$ cat src/rtl/load_bus_arbiter_if.sv
// Handshake bundle between the external load bus, the two loaders and the arbiter.
// The arbiter connects through the slave modport; the environment drives the master side.
interface load_bus_arbiter_if #(
  parameter int DATA_WIDTH = 16
);
  logic                  bus_valid;
  logic                  bus_ready;
  logic [DATA_WIDTH-1:0] bus_data;
  logic                  k_req;
  logic                  k_grant;
  logic                  k_valid;
  logic                  k_last;
  logic                  i_req;
  logic                  i_grant;
  logic                  i_valid;
  logic                  i_last;
  logic [DATA_WIDTH-1:0] word_data;
  logic                  busy;

  modport slave (
    input  bus_valid, bus_data, k_req, i_req,
    output bus_ready, k_grant, k_valid, k_last,
    output i_grant, i_valid, i_last, word_data, busy
  );

  modport master (
    output bus_valid, bus_data, k_req, i_req,
    input  bus_ready, k_grant, k_valid, k_last,
    input  i_grant, i_valid, i_last, word_data, busy
  );
endinterface

$ cat src/rtl/load_bus_arbiter.sv
// Round-robin arbiter sharing one external load bus between a kernel loader and an
// input loader; each grant is a fixed-length, non-preemptive burst.
module load_bus_arbiter #(
  parameter int DATA_WIDTH = 16,
  parameter int K_BURST    = 12,
  parameter int I_BURST    = 4
) (
  input  logic               clk,
  input  logic               arst_n_in,
  load_bus_arbiter_if.slave  lb
);

  localparam int MAX_BURST = (K_BURST > I_BURST) ? K_BURST : I_BURST;
  localparam int CNT_W     = (MAX_BURST > 1) ? $clog2(MAX_BURST) : 1;
  localparam logic [CNT_W-1:0] K_LAST_CNT = CNT_W'(K_BURST - 1);
  localparam logic [CNT_W-1:0] I_LAST_CNT = CNT_W'(I_BURST - 1);
  localparam logic [CNT_W-1:0] CNT_ZERO   = {CNT_W{1'b0}};
  localparam logic [CNT_W-1:0] CNT_ONE    = CNT_W'(1);

  typedef enum logic [1:0] {
    S_IDLE    = 2'd0,
    S_K_BURST = 2'd1,
    S_I_BURST = 2'd2
  } state_e;

  // Requester identity held in last_srv: 0 = kernel loader, 1 = input loader.
  localparam logic SRV_K = 1'b0;
  localparam logic SRV_I = 1'b1;

  state_e           state_q, state_d;
  logic [CNT_W-1:0] cnt_q, cnt_d;
  logic             last_srv_q, last_srv_d;

  logic k_grant_s;
  logic i_grant_s;
  logic busy_s;
  logic k_valid_s;
  logic i_valid_s;
  logic xfer_s;

  assign k_grant_s = (state_q == S_K_BURST);
  assign i_grant_s = (state_q == S_I_BURST);
  assign busy_s    = k_grant_s | i_grant_s;
  assign k_valid_s = lb.bus_valid & k_grant_s;
  assign i_valid_s = lb.bus_valid & i_grant_s;
  assign xfer_s    = lb.bus_valid & busy_s;

  assign lb.bus_ready = busy_s;
  assign lb.busy      = busy_s;
  assign lb.k_grant   = k_grant_s;
  assign lb.i_grant   = i_grant_s;
  assign lb.k_valid   = k_valid_s;
  assign lb.i_valid   = i_valid_s;
  assign lb.k_last    = k_valid_s & (cnt_q == K_LAST_CNT);
  assign lb.i_last    = i_valid_s & (cnt_q == I_LAST_CNT);
  assign lb.word_data = lb.bus_data;

  // State, burst counter and round-robin history registers.
  always_ff @(posedge clk or negedge arst_n_in) begin
    if (!arst_n_in) begin
      state_q    <= S_IDLE;
      cnt_q      <= CNT_ZERO;
      last_srv_q <= SRV_I;
    end else begin
      state_q    <= state_d;
      cnt_q      <= cnt_d;
      last_srv_q <= last_srv_d;
    end
  end

  // Next-state logic: arbitration in IDLE, word counting and burst termination otherwise.
  always_comb begin
    state_d    = state_q;
    cnt_d      = cnt_q;
    last_srv_d = last_srv_q;
    case (state_q)
      S_IDLE: begin
        // On a tie the requester that was not served last wins.
        if (lb.k_req && lb.i_req) begin
          cnt_d = CNT_ZERO;
          if (last_srv_q == SRV_I) begin
            state_d    = S_K_BURST;
            last_srv_d = SRV_K;
          end else begin
            state_d    = S_I_BURST;
            last_srv_d = SRV_I;
          end
        end else if (lb.k_req) begin
          state_d    = S_K_BURST;
          cnt_d      = CNT_ZERO;
          last_srv_d = SRV_K;
        end else if (lb.i_req) begin
          state_d    = S_I_BURST;
          cnt_d      = CNT_ZERO;
          last_srv_d = SRV_I;
        end else begin
          state_d = S_IDLE;
        end
      end
      S_K_BURST: begin
        if (xfer_s && (cnt_q == K_LAST_CNT)) begin
          state_d = S_IDLE;
          cnt_d   = CNT_ZERO;
        end else if (xfer_s) begin
          cnt_d = cnt_q + CNT_ONE;
        end else begin
          cnt_d = cnt_q;
        end
      end
      S_I_BURST: begin
        if (xfer_s && (cnt_q == I_LAST_CNT)) begin
          state_d = S_IDLE;
          cnt_d   = CNT_ZERO;
        end else if (xfer_s) begin
          cnt_d = cnt_q + CNT_ONE;
        end else begin
          cnt_d = cnt_q;
        end
      end
      default: begin
        state_d = S_IDLE;
        cnt_d   = CNT_ZERO;
      end
    endcase
  end

endmodule

$ cat src/flat_wrapper.sv
// flat-port wrapper written by rule: the top's interface ports become plain ports
module load_bus_arbiter_flat 
#(
  parameter int DATA_WIDTH = 16,
  parameter int K_BURST    = 12,
  parameter int I_BURST    = 4
)
  (clk, arst_n_in, lb_bus_valid, lb_bus_data, lb_k_req, lb_i_req, lb_bus_ready, lb_k_grant, lb_k_valid, lb_k_last, lb_i_grant, lb_i_valid, lb_i_last, lb_word_data, lb_busy);
  load_bus_arbiter_if #(.DATA_WIDTH(DATA_WIDTH)) lb_i ();
  input  logic clk;
  input  logic arst_n_in;
  input wire logic [$bits(lb_i.bus_valid)-1:0] lb_bus_valid;
  input wire logic [$bits(lb_i.bus_data)-1:0] lb_bus_data;
  input wire logic [$bits(lb_i.k_req)-1:0] lb_k_req;
  input wire logic [$bits(lb_i.i_req)-1:0] lb_i_req;
  output wire logic [$bits(lb_i.bus_ready)-1:0] lb_bus_ready;
  output wire logic [$bits(lb_i.k_grant)-1:0] lb_k_grant;
  output wire logic [$bits(lb_i.k_valid)-1:0] lb_k_valid;
  output wire logic [$bits(lb_i.k_last)-1:0] lb_k_last;
  output wire logic [$bits(lb_i.i_grant)-1:0] lb_i_grant;
  output wire logic [$bits(lb_i.i_valid)-1:0] lb_i_valid;
  output wire logic [$bits(lb_i.i_last)-1:0] lb_i_last;
  output wire logic [$bits(lb_i.word_data)-1:0] lb_word_data;
  output wire logic [$bits(lb_i.busy)-1:0] lb_busy;
  assign lb_i.bus_valid = lb_bus_valid;
  assign lb_i.bus_data = lb_bus_data;
  assign lb_i.k_req = lb_k_req;
  assign lb_i.i_req = lb_i_req;
  assign lb_bus_ready = lb_i.bus_ready;
  assign lb_k_grant = lb_i.k_grant;
  assign lb_k_valid = lb_i.k_valid;
  assign lb_k_last = lb_i.k_last;
  assign lb_i_grant = lb_i.i_grant;
  assign lb_i_valid = lb_i.i_valid;
  assign lb_i_last = lb_i.i_last;
  assign lb_word_data = lb_i.word_data;
  assign lb_busy = lb_i.busy;
  load_bus_arbiter #(.DATA_WIDTH(DATA_WIDTH), .K_BURST(K_BURST), .I_BURST(I_BURST)) u_core (.clk(clk), .arst_n_in(arst_n_in), .lb(lb_i));
endmodule
$ cat config.mk
export PLATFORM = sky130hd
export DESIGN_NAME = load_bus_arbiter_flat
export DESIGN_NICKNAME = d
export VERILOG_FILES = /design/src/rtl/load_bus_arbiter_if.sv /design/src/rtl/load_bus_arbiter.sv /design/src/flat_wrapper.sv
export SDC_FILE = /design/constraint.sdc
export NUM_CORES = 1
export LEC_CHECK = 0
export CAP_MARGIN = 20
export CORE_MARGIN = 2
export CORE_UTILIZATION = 35
export DETAILED_ROUTE_END_ITERATION = 16
export GPL_TIMING_DRIVEN = 0
export PLACE_DENSITY_LB_ADDON = 0.3
export SETUP_SLACK_MARGIN = 0.2
export SYNTH_ARGS = -nofsm -noshare
export SYNTH_HDL_FRONTEND = slang
export SYNTH_SLANG_ARGS = --single-unit
$ cat constraint.sdc
create_clock -name clk -period 2 [get_ports clk]
set_clock_uncertainty 0.15 [all_clocks]
set_input_delay 0.4 -clock clk [delete_from_list [all_inputs] [get_ports clk]]
set_output_delay 0.4 -clock clk [all_outputs]
set_load 0.03 [all_outputs]
==> metrics.yaml <==
status: "finished, final reports clean"
grt.total_usage_pct: 17.6
yosysWarnings: 0
clkTransAtPathRegs_ns: 0.05
seqPwrFrac_pct: 15.9
detail_route.wl_per_cell_um: 11.4
io_buffer_count: 28
cts_tree: "done"
switching_share_pct: 45.0
p_clk_share_pct: 8.7
dieWidth_um: 47.8
worst_setup_path_start_kind: "flop"
crit_path_end_kind: "output pin"
combPwrFrac_pct: 75.3
final_nets: 153
n_antenna_cell: 0
worst_pin_slew_ns: 0.317
p_int_w: 0.000757
synth_nets: 107
power_density_nw_per_um2: 1170
grt_pass1_vias: 733
crit_path_start: "u_core.cnt_q[1]"
cts_buffer_depth: 2
ant_nets: 0
cp_slowest_cell: "dfrtp_1"
die_h_um: 47.8
leakagePower_nw: 0.519
routed_wl_um: 1740
relSlewSlack_pct: 78.8
rsz0062_at_grt: "true"
drv_cap: 0
drc: 0
synth.cell_area_sq_um: 671
min-delay-path-class: "primary input to asynchronous set/reset pin"
worst_ep_arrival_time_ns: 1.28
setup_viol: 0
max_stage_delay_ns: 0.41
num-fill-cells: 162
switching_power_w: 0.000619
vias: 727
antenna_found_initial: 0
final_cell_mix: "28 x buf_4, 19 x clkdlybuf4s50_1, 8 x nand2_1, 8 x buf_6, 6 x dfrtp_1"
layout_min_cycle_time_ns: 1.83
dp_slack_ns: -0.511
cts_root_buf: "clkbuf_4"
synth-seq-cells: 7
max_freq_mhz: 547
seq_area_frac_synth_pct: 26.3
synth.distinct_cells: 29
cts_max_level: 1
viasPerCell: 4.78
r2r_slack_ns: 0.28
io_pins: 45
grt_overflow: 0
clk_latency_ns: 0.24
die-area_sq_um: 2280
layout_commonest_cell: "buf_4"
cts.sinks: 7
drt-initial-drc-count: 14
reg2reg_from: "u_core.cnt_q[1]"
path_cells: "ha_4 > nor2b_4 > and4_1 > buf_6"
dpl.hpwl_um: 1200
synth_cells: 82
grt_pass1_wl_um: 2820
setup_ws_ns: 0.172
required_ns: 1.45
row_count: 15
postCtsHoldBufs: 0
hold_slack_ns: 0.259
numCtsBuffers: 3
place.gp.congestion: 0.749
crit_type: "flop to output pin"
avgSynthCellArea_sq_um: 8.18
final.period_utilization_pct: 91.4
start_util_pct: 38.0
hold_viol_final: 0
cp_max_fo: 3
report.final.slew_viol_count: 0
grt_max_degree: 10
peakVddDrop_mv: 0.763
areaGrowthSynthToFinish_pct: 75.6
drive_above_1_share_pct: 43.3
core-area_sq_um: 1760
firstDrtPassIters: 4
power_w: 0.00138
==> registers in the layout, summed over array words and instances, names as in the netlist <==
register / count
u_core.state_q: 2
u_core.cnt_q: 4
u_core.last_srv_q: 1
==> critical path, delay by kind of cell (launching register included) <==
kind	cells	cell delay, ns
AND/OR/NAND/NOR	2	0.31
adder cells (fa/ha/maj)	1	0.18
buffers and inverters	1	0.13
flip-flops	1	0.41
==> logic make-up (layout without fill, tap and decap cells) <==
family	after synthesis	after routing	share of synthesized area (%)
AOI/OAI and AO/OA	20	20	20.3
and+or+nand+nor	25	25	20.9
muxes	1	1	1.49
buffers and inverters	25	70	23.5
DFF	7	7	26.3
adders and majority gates	4	4	7.46
==> Yosys cell counts <==
| master | number | area, sq um |
|---|---|---|
| buf_4 | 17 | 128 |
| nand2_1 | 8 | 30.0 |
| inv_1 | 7 | 26.3 |
| dfrtp_1 | 6 | 150 |
| and2_1 | 4 | 25.0 |
| ha_1 | 4 | 50.1 |
| o21ai_0 | 4 | 20.0 |
| a21oi_1 | 3 | 15.0 |
| a31oi_1 | 3 | 18.8 |
| nand2b_1 | 3 | 18.8 |
| o22ai_1 | 3 | 18.8 |
| nand3_1 | 2 | 10.0 |
| nor2_1 | 2 | 7.51 |
| a21boi_1 | 1 | 7.51 |
| a21o_1 | 1 | 7.51 |
| a32oi_1 | 1 | 8.76 |
| a41oi_2 | 1 | 16.3 |
| and4_1 | 1 | 8.76 |
| dfstp_2 | 1 | 26.3 |
| inv_2 | 1 | 3.75 |
| mux2i_1 | 1 | 10.0 |
| nand4_1 | 1 | 6.26 |
| nand4b_1 | 1 | 8.76 |
| nand4bb_1 | 1 | 11.3 |
| nor2b_1 | 1 | 6.26 |
| o21ai_1 | 1 | 5.00 |
| o32a_1 | 1 | 10.0 |
| o32ai_1 | 1 | 8.76 |
| or2b_1 | 1 | 7.51 |
==> final timing paths <==
path / to / depth (start not counted)
worst min-delay path: u_core.state_q[0] / 1
min in group clk: u_core.last_srv_q / 2
max in group asynchronous: u_core.last_srv_q / 1
worst max register to register: u_core.cnt_q[2] / 6
worst max-delay path: lb_k_last / 4
worst min register to register: u_core.last_srv_q / 2
==> stage by stage <==
| stage | instance area, sq um | setup TNS (ns) | std cells | util (%) |
|---|---|---|---|---|
| 3_5_place_dp | 990 | -2.14 | 135 | 56.1 |
| 4_1_cts | 1150 | 0 | 150 | 65.0 |
| 2_1_floorplan | 678 | 0 | 82 | - |
| 5_1_grt | 1180 | 0 | 152 | 66.7 |
| 3_3_place_gp | 990 | -2.03 | 135 | 56.1 |
| 6_report | 1180 | 0 | 152 | 66.7 |
==> layout make-up <==
cell class	instances	area (sq um)	area share, %
flip-flops and latches	7	176	15.0
multi-input cells	50	404	34.3
clock buffers	4	26.3	2.23
well taps	25	31.3	2.66
repair buffers	41	378	32.1
inverters	8	30.0	2.55
plain buffers	17	131	11.2
==> metal layers <==
metal | GRT usage [%] | routed length [um] | vias up
met4 | 8.11 | 14 | 0
met5 | 0 | 0 | -
li1 | - | - | 360
met3 | 1.51 | 123 | 2
met1 | 21.2 | 772 | 323
met2 | 31.2 | 824 | 42
==> repair_timing <==
| item | in CTS | in global routing |
|---|---|---|
| gates resized for setup | 57 | 13 |
| setup buffers | 11 | 2 |
| pin swaps | 4 | 3 |
| endpoints found under the setup margin | 9 | 12 |
==> power groups by stage <==
| stage | Clock (W) | Combinational (W) | Sequential (W) |
|---|---|---|---|
| 2_1_floorplan | 0 | 0.000578 | 0.000212 |
| 4_1_cts | 0.000129 | 0.000996 | 0.000215 |
| 6_report | 0.000120 | 0.00104 | 0.000219 |
| 5_1_grt | 0.000132 | 0.00112 | 0.000225 |
| 3_3_place_gp | 0 | 0.000788 | 0.000218 |
| 3_5_place_dp | 0 | 0.000809 | 0.000220 |
Power figures use the tool's default switching activity.
